**config.mk**
```make
export PLATFORM = sky130hd
export DESIGN_NAME = hack_boot_ctrl
export DESIGN_NICKNAME = d
export VERILOG_FILES = /design/src/rtl/hack_boot_ctrl.sv
export SDC_FILE = /design/constraint.sdc
export NUM_CORES = 1
export LEC_CHECK = 0
export CORE_MARGIN = 5
export CORE_UTILIZATION = 40
export DETAILED_ROUTE_END_ITERATION = 10
export PLACE_DENSITY = 0.67
export SYNTH_ARGS = -nofsm -noshare
export SYNTH_HDL_FRONTEND = slang
export SYNTH_SLANG_ARGS = --single-unit
```
**constraint.sdc**
```tcl
create_clock -name clk -period 2.85 [get_ports clk]
set_input_delay 0.57 -clock clk [delete_from_list [all_inputs] [get_ports clk]]
set_output_delay 0.57 -clock clk [all_outputs]
set_load 0.05 [all_outputs]
```
**src/rtl/hack_boot_ctrl.sv**
```systemverilog
// Boot/run controller for the Hack CPU: streams a length-prefixed big-endian
// program into instruction ROM, then releases the CPU with run/halt/step gating.
module hack_boot_ctrl #(
  parameter int unsigned ROM_DEPTH = 32768,
  parameter int unsigned ADDR_W    = 15
) (
  input  logic              clk,
  input  logic              reset,
  input  logic              start,
  input  logic              byte_valid,
  input  logic [7:0]        byte_data,
  output logic              byte_ready,
  output logic              rom_we,
  output logic [ADDR_W-1:0] rom_addr,
  output logic [15:0]       rom_wdata,
  output logic              cpu_reset,
  output logic              cpu_clk_en,
  input  logic              halt,
  input  logic              step,
  output logic              busy,
  output logic              error,
  output logic [15:0]       words_loaded
);

  typedef enum logic [2:0] {
    IDLE, LEN_HI, LEN_LO, W_HI, W_LO, RUN, ERR
  } state_e;

  state_e            state_q, state_d;
  logic [15:0]       len_q;
  logic [7:0]        hi_q;
  logic [15:0]       wdata_q;
  logic              we_q;
  logic [ADDR_W-1:0] addr_q;
  logic [15:0]       words_q;
  logic              last_q;
  logic              xfer;
  logic              start_ok;
  logic [15:0]       hdr_len;
  logic              word_is_last;

  assign xfer         = byte_valid & byte_ready;
  assign start_ok     = start & ((state_q == IDLE) | (state_q == RUN) | (state_q == ERR));
  assign hdr_len      = {len_q[15:8], byte_data};
  assign word_is_last = ((words_q + 16'd1) == len_q);

  always_ff @(posedge clk or posedge reset) begin
    if (reset) state_q <= IDLE;
    else       state_q <= state_d;
  end

  // The final word parks in W_LO (byte_ready low) for its write cycle, so RUN
  // begins only once the last rom_we has been issued.
  always_comb begin
    state_d = state_q;
    unique case (state_q)
      IDLE, RUN, ERR: if (start) state_d = LEN_HI;
      LEN_HI:         if (xfer) state_d = LEN_LO;
      LEN_LO: begin
        if (xfer) begin
          if (32'(hdr_len) > ROM_DEPTH) state_d = ERR;
          else if (hdr_len == 16'd0)    state_d = RUN;
          else                          state_d = W_HI;
        end
      end
      W_HI:           if (xfer) state_d = W_LO;
      W_LO: begin
        if (last_q)    state_d = RUN;
        else if (xfer) state_d = word_is_last ? W_LO : W_HI;
      end
      default:        state_d = IDLE;
    endcase
  end

  always_ff @(posedge clk or posedge reset) begin
    if (reset) begin
      len_q   <= '0;
      hi_q    <= '0;
      wdata_q <= '0;
      we_q    <= 1'b0;
      addr_q  <= '0;
      words_q <= '0;
      last_q  <= 1'b0;
    end else begin
      we_q <= 1'b0;
      if (we_q) begin
        words_q <= words_q + 16'd1;
        if (!last_q) addr_q <= addr_q + 1'b1;
      end
      if ((state_q == W_LO) && last_q) last_q <= 1'b0;
      if (xfer) begin
        unique case (state_q)
          LEN_HI: len_q[15:8] <= byte_data;
          LEN_LO: len_q[7:0]  <= byte_data;
          W_HI:   hi_q        <= byte_data;
          W_LO: begin
            wdata_q <= {hi_q, byte_data};
            we_q    <= 1'b1;
            last_q  <= word_is_last;
          end
          default: ;
        endcase
      end
      if (start_ok) begin
        addr_q  <= '0;
        words_q <= '0;
        last_q  <= 1'b0;
      end
    end
  end

  always_comb begin
    byte_ready = 1'b0;
    busy       = 1'b0;
    error      = 1'b0;
    cpu_reset  = 1'b1;
    cpu_clk_en = 1'b0;
    unique case (state_q)
      LEN_HI, LEN_LO, W_HI: begin
        byte_ready = 1'b1;
        busy       = 1'b1;
      end
      W_LO: begin
        byte_ready = ~last_q;
        busy       = 1'b1;
      end
      RUN: begin
        cpu_reset  = 1'b0;
        cpu_clk_en = ~start & (~halt | step);
      end
      ERR:     error = 1'b1;
      default: ;
    endcase
  end

  assign rom_we       = we_q;
  assign rom_addr     = addr_q;
  assign rom_wdata    = wdata_q;
  assign words_loaded = words_q;

endmodule
```
; ---- Yosys cells after proc, flatten, opt, wreduce, memory -nomap -nowiden
; Cells that the tools add are included.
[word_totals]
wordCells = 73
output_inout_bits = 53
ff_bits = 76
inputBits = 14
[classes]
addsub = 2
n_eq_ne = 13
n_reduce_logical = 13
order_cmp = 1
muxes = 26
bitwise = 9
[op_table]
columns = op, count
row1 = 15-bit 2-to-1 mux, 3
row2 = 16-bit 2-to-1 mux, 2
row3 = 3-bit 2-to-1 mux, 9
row4 = 16-bit by 1-bit adder with 16-bit output (second input constant), 1
row5 = 16-bit == test, 1
row6 = 16-bit > comparator (second input constant), 1
row7 = 16-bit logical NOT, 1
row8 = 15-bit by 1-bit adder with 15-bit output (second input constant), 1
row9 = 3-bit case mux with 5 select lines, 1
row10 = 1-bit 2-to-1 mux, 10
row11 = 2-bit AND reduction, 5
row12 = 3-bit == test (second input constant), 3
row13 = 2-bit != test (second input constant), 4
row14 = 3-bit by 2-bit == test with 1-bit output (second input constant), 2
row15 = 3-bit OR reduction, 2
row16 = 5-bit AND reduction, 1
row17 = 4-bit OR reduction, 1
row18 = 1-bit AND, 3
row19 = 3-bit by 1-bit == test with 1-bit output (second input constant), 1
row20 = 3-bit logical NOT, 1
row21 = 3-bit != test (second input constant), 1
row22 = 1-bit inverter, 3
row23 = 1-bit bitwise OR, 3
row24 = 2-bit by 1-bit != test with 1-bit output (second input constant), 1
row25 = other kinds (3), 3

; ---- Longest topological paths before layout
; Gate-level depths: netlist of run 1.
[depth]
ltp_word = 7
depth_mapped = 8
depth_no_buf = 7

; ---- Worst setup path before layout of run 1
; No wires, ideal clock.
[synth_timing]
kind = flip-flop to output port
startpoint = reg state_q[2]
endpoint = out cpu_clk_en
required_time_ps = 2280
t_arrival_ps = 2540
slack_ps = -260
stages_incl_launch_ff = 5
path_buffers = 2
cell_sequence = dfrtp_1 > clkbuf_1 > clkbuf_1 > nand3b_1 > nor3_1
[synth_between]
elab_chain_cells = 2
[synth_rtl]
columns = element, line
row1 = start: declaration, 29  ; state_e state_q, state_d;
row2 = start signal: assignment, 49  ; else state_q <= state_d;
row3 = 3-bit == test, 118  ; unique case (state_q)
row4 = 1-bit 2-to-1 mux, 118
row5 = end: declaration, 17  ; output logic cpu_clk_en,
; Every way passes these cells.

; ---- Worst setup path in the final report of run 1
[layout_timing]
startpoint = reg state_q[1]
endpoint = out busy
[layout_between]
elab_chain_cells = 3
elab_cells_between_ends = 6
cone_classes = eq/ne: 4 / mux: 1 / reduce/logical: 1
[layout_rtl]
columns = element, line
row1 = "3-bit == test, or another cell as far along", 118
row2 = 4-bit OR reduction (no source line) *, n/a
row3 = 1-bit 2-to-1 mux *, 118
row4 = end: declaration, 20  ; output logic busy,
; Every way passes the cells marked *; elsewhere a longest branch is shown, timed or not.

==> impl_results.md, run 1 <==
- WL/cell: 15.29 µm
- Number of global-route vias before repair: 3203
- PD cells: 907.4 nW/µm²
- Post-DP HPWL: 6779 µm
- Syn Inst Count: 407
- Initial antenna violation count: 0
- Final setup fails: 0
- Proportion of layout cells with a drive suffix above 1: 13.21%
- Total Neg Setup Slack: 0 ns
- First-pass GRT wire length: 15950 µm
- Ys async rst share: 100.0%
- # hold bufs at CTS: 0
- Clock Latency Late Sink: 0.35 ns
- Crit path time final: 2.733 ns
- Worst path max stage delay: 0.83 ns
- GRT Overall Usage: 16.86%
- Crit end category: output port
- Synthesis-stage register bit count: 76
- Seq/Total Area, Yosys: 47.98%
- Most common cell in the netlist: dfrtp_1
- Cts repair resizes: 0
- Achievable Freq: 0.3659 GHz
- Post-route cell area: 4965 µm²
- Post-synth EDFFs: 0
- H-Tree Depth: 3
- Status: completed
- Cells along the critical path: nor2_1 > xnor2_1 > clkdlybuf4s50_1
- CTS tree: built
- Postcts setup bufs: 0
- Crit path DAT: 2.16 ns
- Distinct cell type count after synthesis: 49
- Die area: 12000 µm²
- Hold crit path type: register to register
- GR Overflow Total: 0
- Via Count: 3179
- Die Ht: 109.5 µm
- Reg clk slew, reported paths: 0.07 ns
- FP Rows: 36
- Crit path buffers/inverters: 1
- Met2 WL: 4370 µm
- RSZ-0062 raised after global routing: false
- Routability cong.: 0.8640
- Yosys warnings: 0
- Pleak: 2.143 nW
- Wirelength, routed: 9324 µm
- Period utilization: 95.88%
- Sink Count: 76
- IO Pins: 67
- Max transition margin: 59.54%
- Worst hold slack: 0.4739 ns
- Core area: 9729 µm²
- Maximum VDD drop: 684.1 µV
- DRC violations left: 0
- Root buf cell: clkbuf_8
- Maximum clock path buffer count: 2
- WL met3: 601 µm
- Post-synth top area share: 47.98%
- Dominant cell type by area after synthesis: dfrtp_1
- Worst path slowest cell: clkdlybuf4s50_1
- Synth top area cells: dfrtp_1 48%, xor2_1 7.3%, mux2_2 6.8%
- Number of routed nets with antenna violations: 0
- Starting density of the core: 40.74%
- DR pass1 iterations: 4
- Layout net count: 489
- Max cap viols: 0
- Pin count of the biggest net entering global routing: 41
- IO Port Bufs: 66
- Critical path required time: 2.28 ns
- Startpoint types: register
- Metal1 wirelength: 4289 µm
- Syn Nets: 423
- ANT cells: 0
- CP Max Fanout: 14
- Ys flop type: dfrtp_1
- Drt via density: 5.211
- Num CTS Buffers: 9
- Synthesized cell area: 3964 µm²
- DP Area: 4776 µm²
- Initial DRC count: 155
- Final hold viol count: 0
- Synth-to-Final Area Change: 25.25%
- Slew @ Worst Pin: 0.5916 ns
- Delay-heaviest family, CP: buffers and inverters
- Mean Syn Cell Area: 9.739 µm²
- Critical setup path kind: register to output port
- Pins Over Slew Limit: 0
- Skew final: 0.01026 ns
- Total power: 4.505 mW
- Synth cell count leaders: 76 x dfrtp_1, 69 x nand2_1, 39 x nor2_1
- Final WS setup: 0.1174 ns
- Pre-CTS setup slack: 0.2691 ns
- Die width: 109.5 µm
- Top Metal Used: met4
area by class of cell:
| class | count | area, µm² |
|---|---|---|
| inverters | 6 | 22.52 |
| multi-input cells | 303 | 1934 |
| repair buffers | 77 | 750.7 |
| fillers | 927 | 4765 |
| clock buffers | 9 | 123.9 |
| clock inverters | 6 | 65.06 |
| flip-flops and latches | 76 | 1902 |
| well taps | 133 | 166.4 |
flip-flops by register name (all words and copies together) (netlist names):
register	cells
hi_q	8
last_q	1
len_q	16
rom_addr	15
rom_wdata	16
rom_we	1
state_q	3
words_loaded	16
through the flow:
step | cells | utilization [%]
CTS | 610 | 51.03
global route | 610 | 51.03
floorplan | 407 | -
detailed placement | 595 | 49.09
finish | 610 | 51.03
global placement | 595 | 49.09
worst min-delay path: cells and delay by family, from the launching register on:
kind             cells  cell delay, ns
flip-flops           1            0.35
AND/OR/NAND/NOR      2            0.10
layer usage:
layer  vias to the layer above  track usage [%]
met3                         8            4.580
met5                         -                0
li1                       1536                -
met1                      1540            22.85
met2                        95            26.63
met4                         0            4.630
path summary, 6_finish.rpt:
| path | startpoint | endpoint | slack, ns | cells after the start |
|---|---|---|---|---|
| worst max-delay path | state_q[1]$_DFFE_PP0P_ | busy | 0.12 | 3 |
| worst min-delay path | hi_q[2]$_DFFE_PP0P_ | rom_wdata[10]$_DFFE_PP0P_ | 0.47 | 2 |
| worst max register to register | words_loaded[0]$_DFFE_PP0P_ | last_q$_DFF_PP0_ | 0.22 | 7 |
| worst min register to register | hi_q[2]$_DFFE_PP0P_ | rom_wdata[10]$_DFFE_PP0P_ | 0.47 | 2 |
| max in group asynchronous | reset | rom_addr[2]$_DFFE_PP0P_ | 1.65 | 3 |
| min in group asynchronous | reset | rom_addr[11]$_DFFE_PP0P_ | 0.58 | 2 |
kinds of logic after synthesis:
kind of cell / synth area share (%)
flops: 47.98
simple gates: 22.41
fa+ha+maj: 0.6312
compound gates: 7.197
buf+inv: 3.409
xor+xnor: 11.05
mux: 7.323
cell usage in the layout (no fill, tap or decap), types with 8 or more instances in the layout:
cell type / synthesis / layout
a21oi_1: 9 / 9
buf_4: 3 / 12
clkbuf_8: 0 / 9
clkdlybuf4s50_1: 0 / 64
dfrtp_1: 76 / 76
mux2_2: 24 / 24
nand2_1: 69 / 69
nand4_1: 15 / 15
nor2_1: 39 / 39
nor3_1: 11 / 10
nor4_1: 8 / 8
o21ai_0: 8 / 8
xnor2_1: 17 / 17
xor2_1: 33 / 33
report_power, final:
part	total [mW]	internal (mW)	switching [mW]
Clock	0.816	0.401	0.415
Sequential	1.68	1.41	0.279
Combinational	2.00	0.796	1.21
Total	4.50	2.60	1.90
No activity file was read; power rests on OpenSTA's default activity.
==> inputs of run 2 (changes only) <==
--- a/config.mk
+++ b/config.mk
@@ -5,6 +5,7 @@
 export SDC_FILE = /design/constraint.sdc
 export NUM_CORES = 1
 export LEC_CHECK = 0
+export CORE_ASPECT_RATIO = 1.5
 export CORE_MARGIN = 5
 export CORE_UTILIZATION = 40
 export DETAILED_ROUTE_END_ITERATION = 10
==> run 2 against run 1 <==
  * Sequential cell count is the same
  * Sequential share of layout area shrank 0.75 points
  * Die area grew 0.35%
  * Sequential power is essentially flat
  * Maximum frequency grew 3.9%
  * Utilization grew 1.2 points
  * Power grew 6.6%
  * Cell area grew 2.0%
  * Via count is essentially flat
  * Largest cell class unchanged
  * Largest power group unchanged
  * Highest routed layer unchanged
==> impl_results.md, run 2 (synthesis results as in run 1) <==
- Status: completed
- Period utilization: 92.29%
- Drt via density: 5.348
- Wirelength, routed: 9663 µm
- Starting density of the core: 40.91%
- Most frequent cells in the layout: 76 x dfrtp_1, 69 x nand2_1, 63 x clkdlybuf4s50_1
- Worst hold slack: 0.4668 ns
- CP Max Fanout: 7
- Die width: 91.28 µm
- Pins Over Slew Limit: 0
- Area of the multi-input gates: 1934 µm²
- Clock Latency Late Sink: 0.34 ns
- R2r setup slk: 0.22 ns
- FP Rows: 44
- Crit path from: words_loaded[0]$_DFFE_PP0P_
- IO Pins: 67
- WHS Path Cells: 2
- Reg clk slew, reported paths: 0.06 ns
- Max cap viols: 0
- Worst R2R End: last_q$_DFF_PP0_
- Routability cong.: 0.9173
- Achievable Freq: 0.3802 GHz
- Crit path time final: 2.630 ns
- Pleak: 2.207 nW
- Maximum clock path buffer count: 2
- Crit path DAT: 2.89 ns
- R2R Path Start: words_loaded[0]$_DFFE_PP0P_
- Critical path required time: 3.11 ns
- Pin count of the biggest net entering global routing: 77
- First-pass GRT wire length: 16330 µm
- Sink Count: 76
- Total Neg Setup Slack: 0 ns
- Initial DRC count: 220
- Hold crit path type: register to register
- CTS tree: built
- Crit end category: register
- Critical setup path kind: register to register
- GRT Overall Usage: 16.76%
- GR Overflow Total: 0
- Total power: 4.800 mW
- Post-DP HPWL: 7175 µm
- Startpoint types: register
- Via Count: 3182
- Core area: 9689 µm²
- ANT cells: 0
- Reg area: 1902 µm²
- RSZ-0062 raised after global routing: false
- Final setup fails: 0
- Proportion of layout cells with a drive suffix above 1: 13.75%
- PD cells: 948.0 nW/µm²
- Skew final: 0.006513 ns
- # hold bufs at CTS: 0
- Slew @ Worst Pin: 0.7672 ns
- Initial antenna violation count: 0
- DR pass1 iterations: 4
- Final hold viol count: 0
- IO Port Bufs: 66
- Depth of the worst register-to-register path: 7
- Postcts setup bufs: 0
- Commonest non-fill, non-tap cell in the layout: dfrtp_1
- Number of global-route vias before repair: 3213
- Die Ht: 131.9 µm
- Maximum VDD drop: 684.5 µV
- Final Util: 52.26%
- Number of routed nets with antenna violations: 0
- Num CTS Buffers: 9
- Max transition margin: 47.53%
- DRC violations left: 0
- WL/cell: 16.24 µm
- Layout net count: 491
- Die area: 12040 µm²
- Filler cells: 909
- Cts repair resizes: 0
- Synth-to-Final Area Change: 27.75%
- H-Tree Depth: 3
- Root buf cell: clkbuf_16
- Critical path capture point: last_q$_DFF_PP0_
==> run 2: cell types whose count changed in the layout (fill, tap and decap cells not counted) <==
cell	previous run	this run
bufinv_16	1	0
clkbuf_8	9	1
inv_6	1	3
clkbuf_16	0	9
clkinv_2	2	0
clkdlybuf4s50_1	64	63
inv_8	0	1
dlymetal6s2s_1	0	1
buf_4	12	14
==> run 2: critical path, cell delays in order, from the launching register on <==
cell and delay [ns]:
dfrtp_1 0.46, ha_1 0.29, nand3_2 0.16, nor2_1 0.14, a2111oi_0 0.72, o221ai_1 0.22
or4_4 0.45, o22ai_2 0.10
==> run 2: layout make-up <==
type	count	share of cell area [%]
clock inverter	6	1.063
multi-input combinational	303	38.20
sequential	76	37.56
timing repair buffer	79	15.17
clock buffer	10	4.720
inverter	6	0.4448
tap	115	2.842
==> run 2: metrics by stage <==
stage / cells / worst slack, ns / instance area [µm²]
floorplan: 407 / 0.1048 / 3969
global placement: 579 / 0.3432 / 4768
detailed placement: 579 / 0.2486 / 4768
CTS: 595 / 0.1235 / 5061
global route: 595 / 0.08770 / 5064
finish: 595 / 0.2197 / 5064
==> run 2: worst min path at each step <==
| stage | startpoint | slack, ns | end |
|---|---|---|---|
| after global routing | rom_wdata[5]$_DFFE_PP0P_ | 0.49 | rom_wdata[5]$_DFFE_PP0P_ |
| after detailed placement | hi_q[7]$_DFFE_PP0P_ | 0.45 | rom_wdata[15]$_DFFE_PP0P_ |
| final | hi_q[7]$_DFFE_PP0P_ | 0.47 | rom_wdata[15]$_DFFE_PP0P_ |
| after global placement | hi_q[7]$_DFFE_PP0P_ | 0.45 | rom_wdata[15]$_DFFE_PP0P_ |
| after CTS | hi_q[7]$_DFFE_PP0P_ | 0.47 | rom_wdata[15]$_DFFE_PP0P_ |
| after floorplan | hi_q[2]$_DFFE_PP0P_ | 0.43 | rom_wdata[10]$_DFFE_PP0P_ |
==> run 2: power by group <==
| part | internal (mW) | switching (mW) | total (mW) | leakage (nW) |
|---|---|---|---|---|
| Clock | 0.630 | 0.472 | 1.10 | 0.142 |
| Sequential | 1.41 | 0.298 | 1.71 | 0.988 |
| Combinational | 0.796 | 1.20 | 1.99 | 1.08 |
==> run 2: routing by layer <==
| metal | global-route usage, % | wire length, µm | vias to the layer above |
|---|---|---|---|
| li1 | - | - | 1540 |
| met1 | 19.96 | 4097 | 1547 |
| met2 | 28.65 | 4927 | 79 |
| met3 | 3.712 | 386 | 16 |
| met4 | 7.341 | 251 | 0 |
| met5 | 0 | 0 | - |
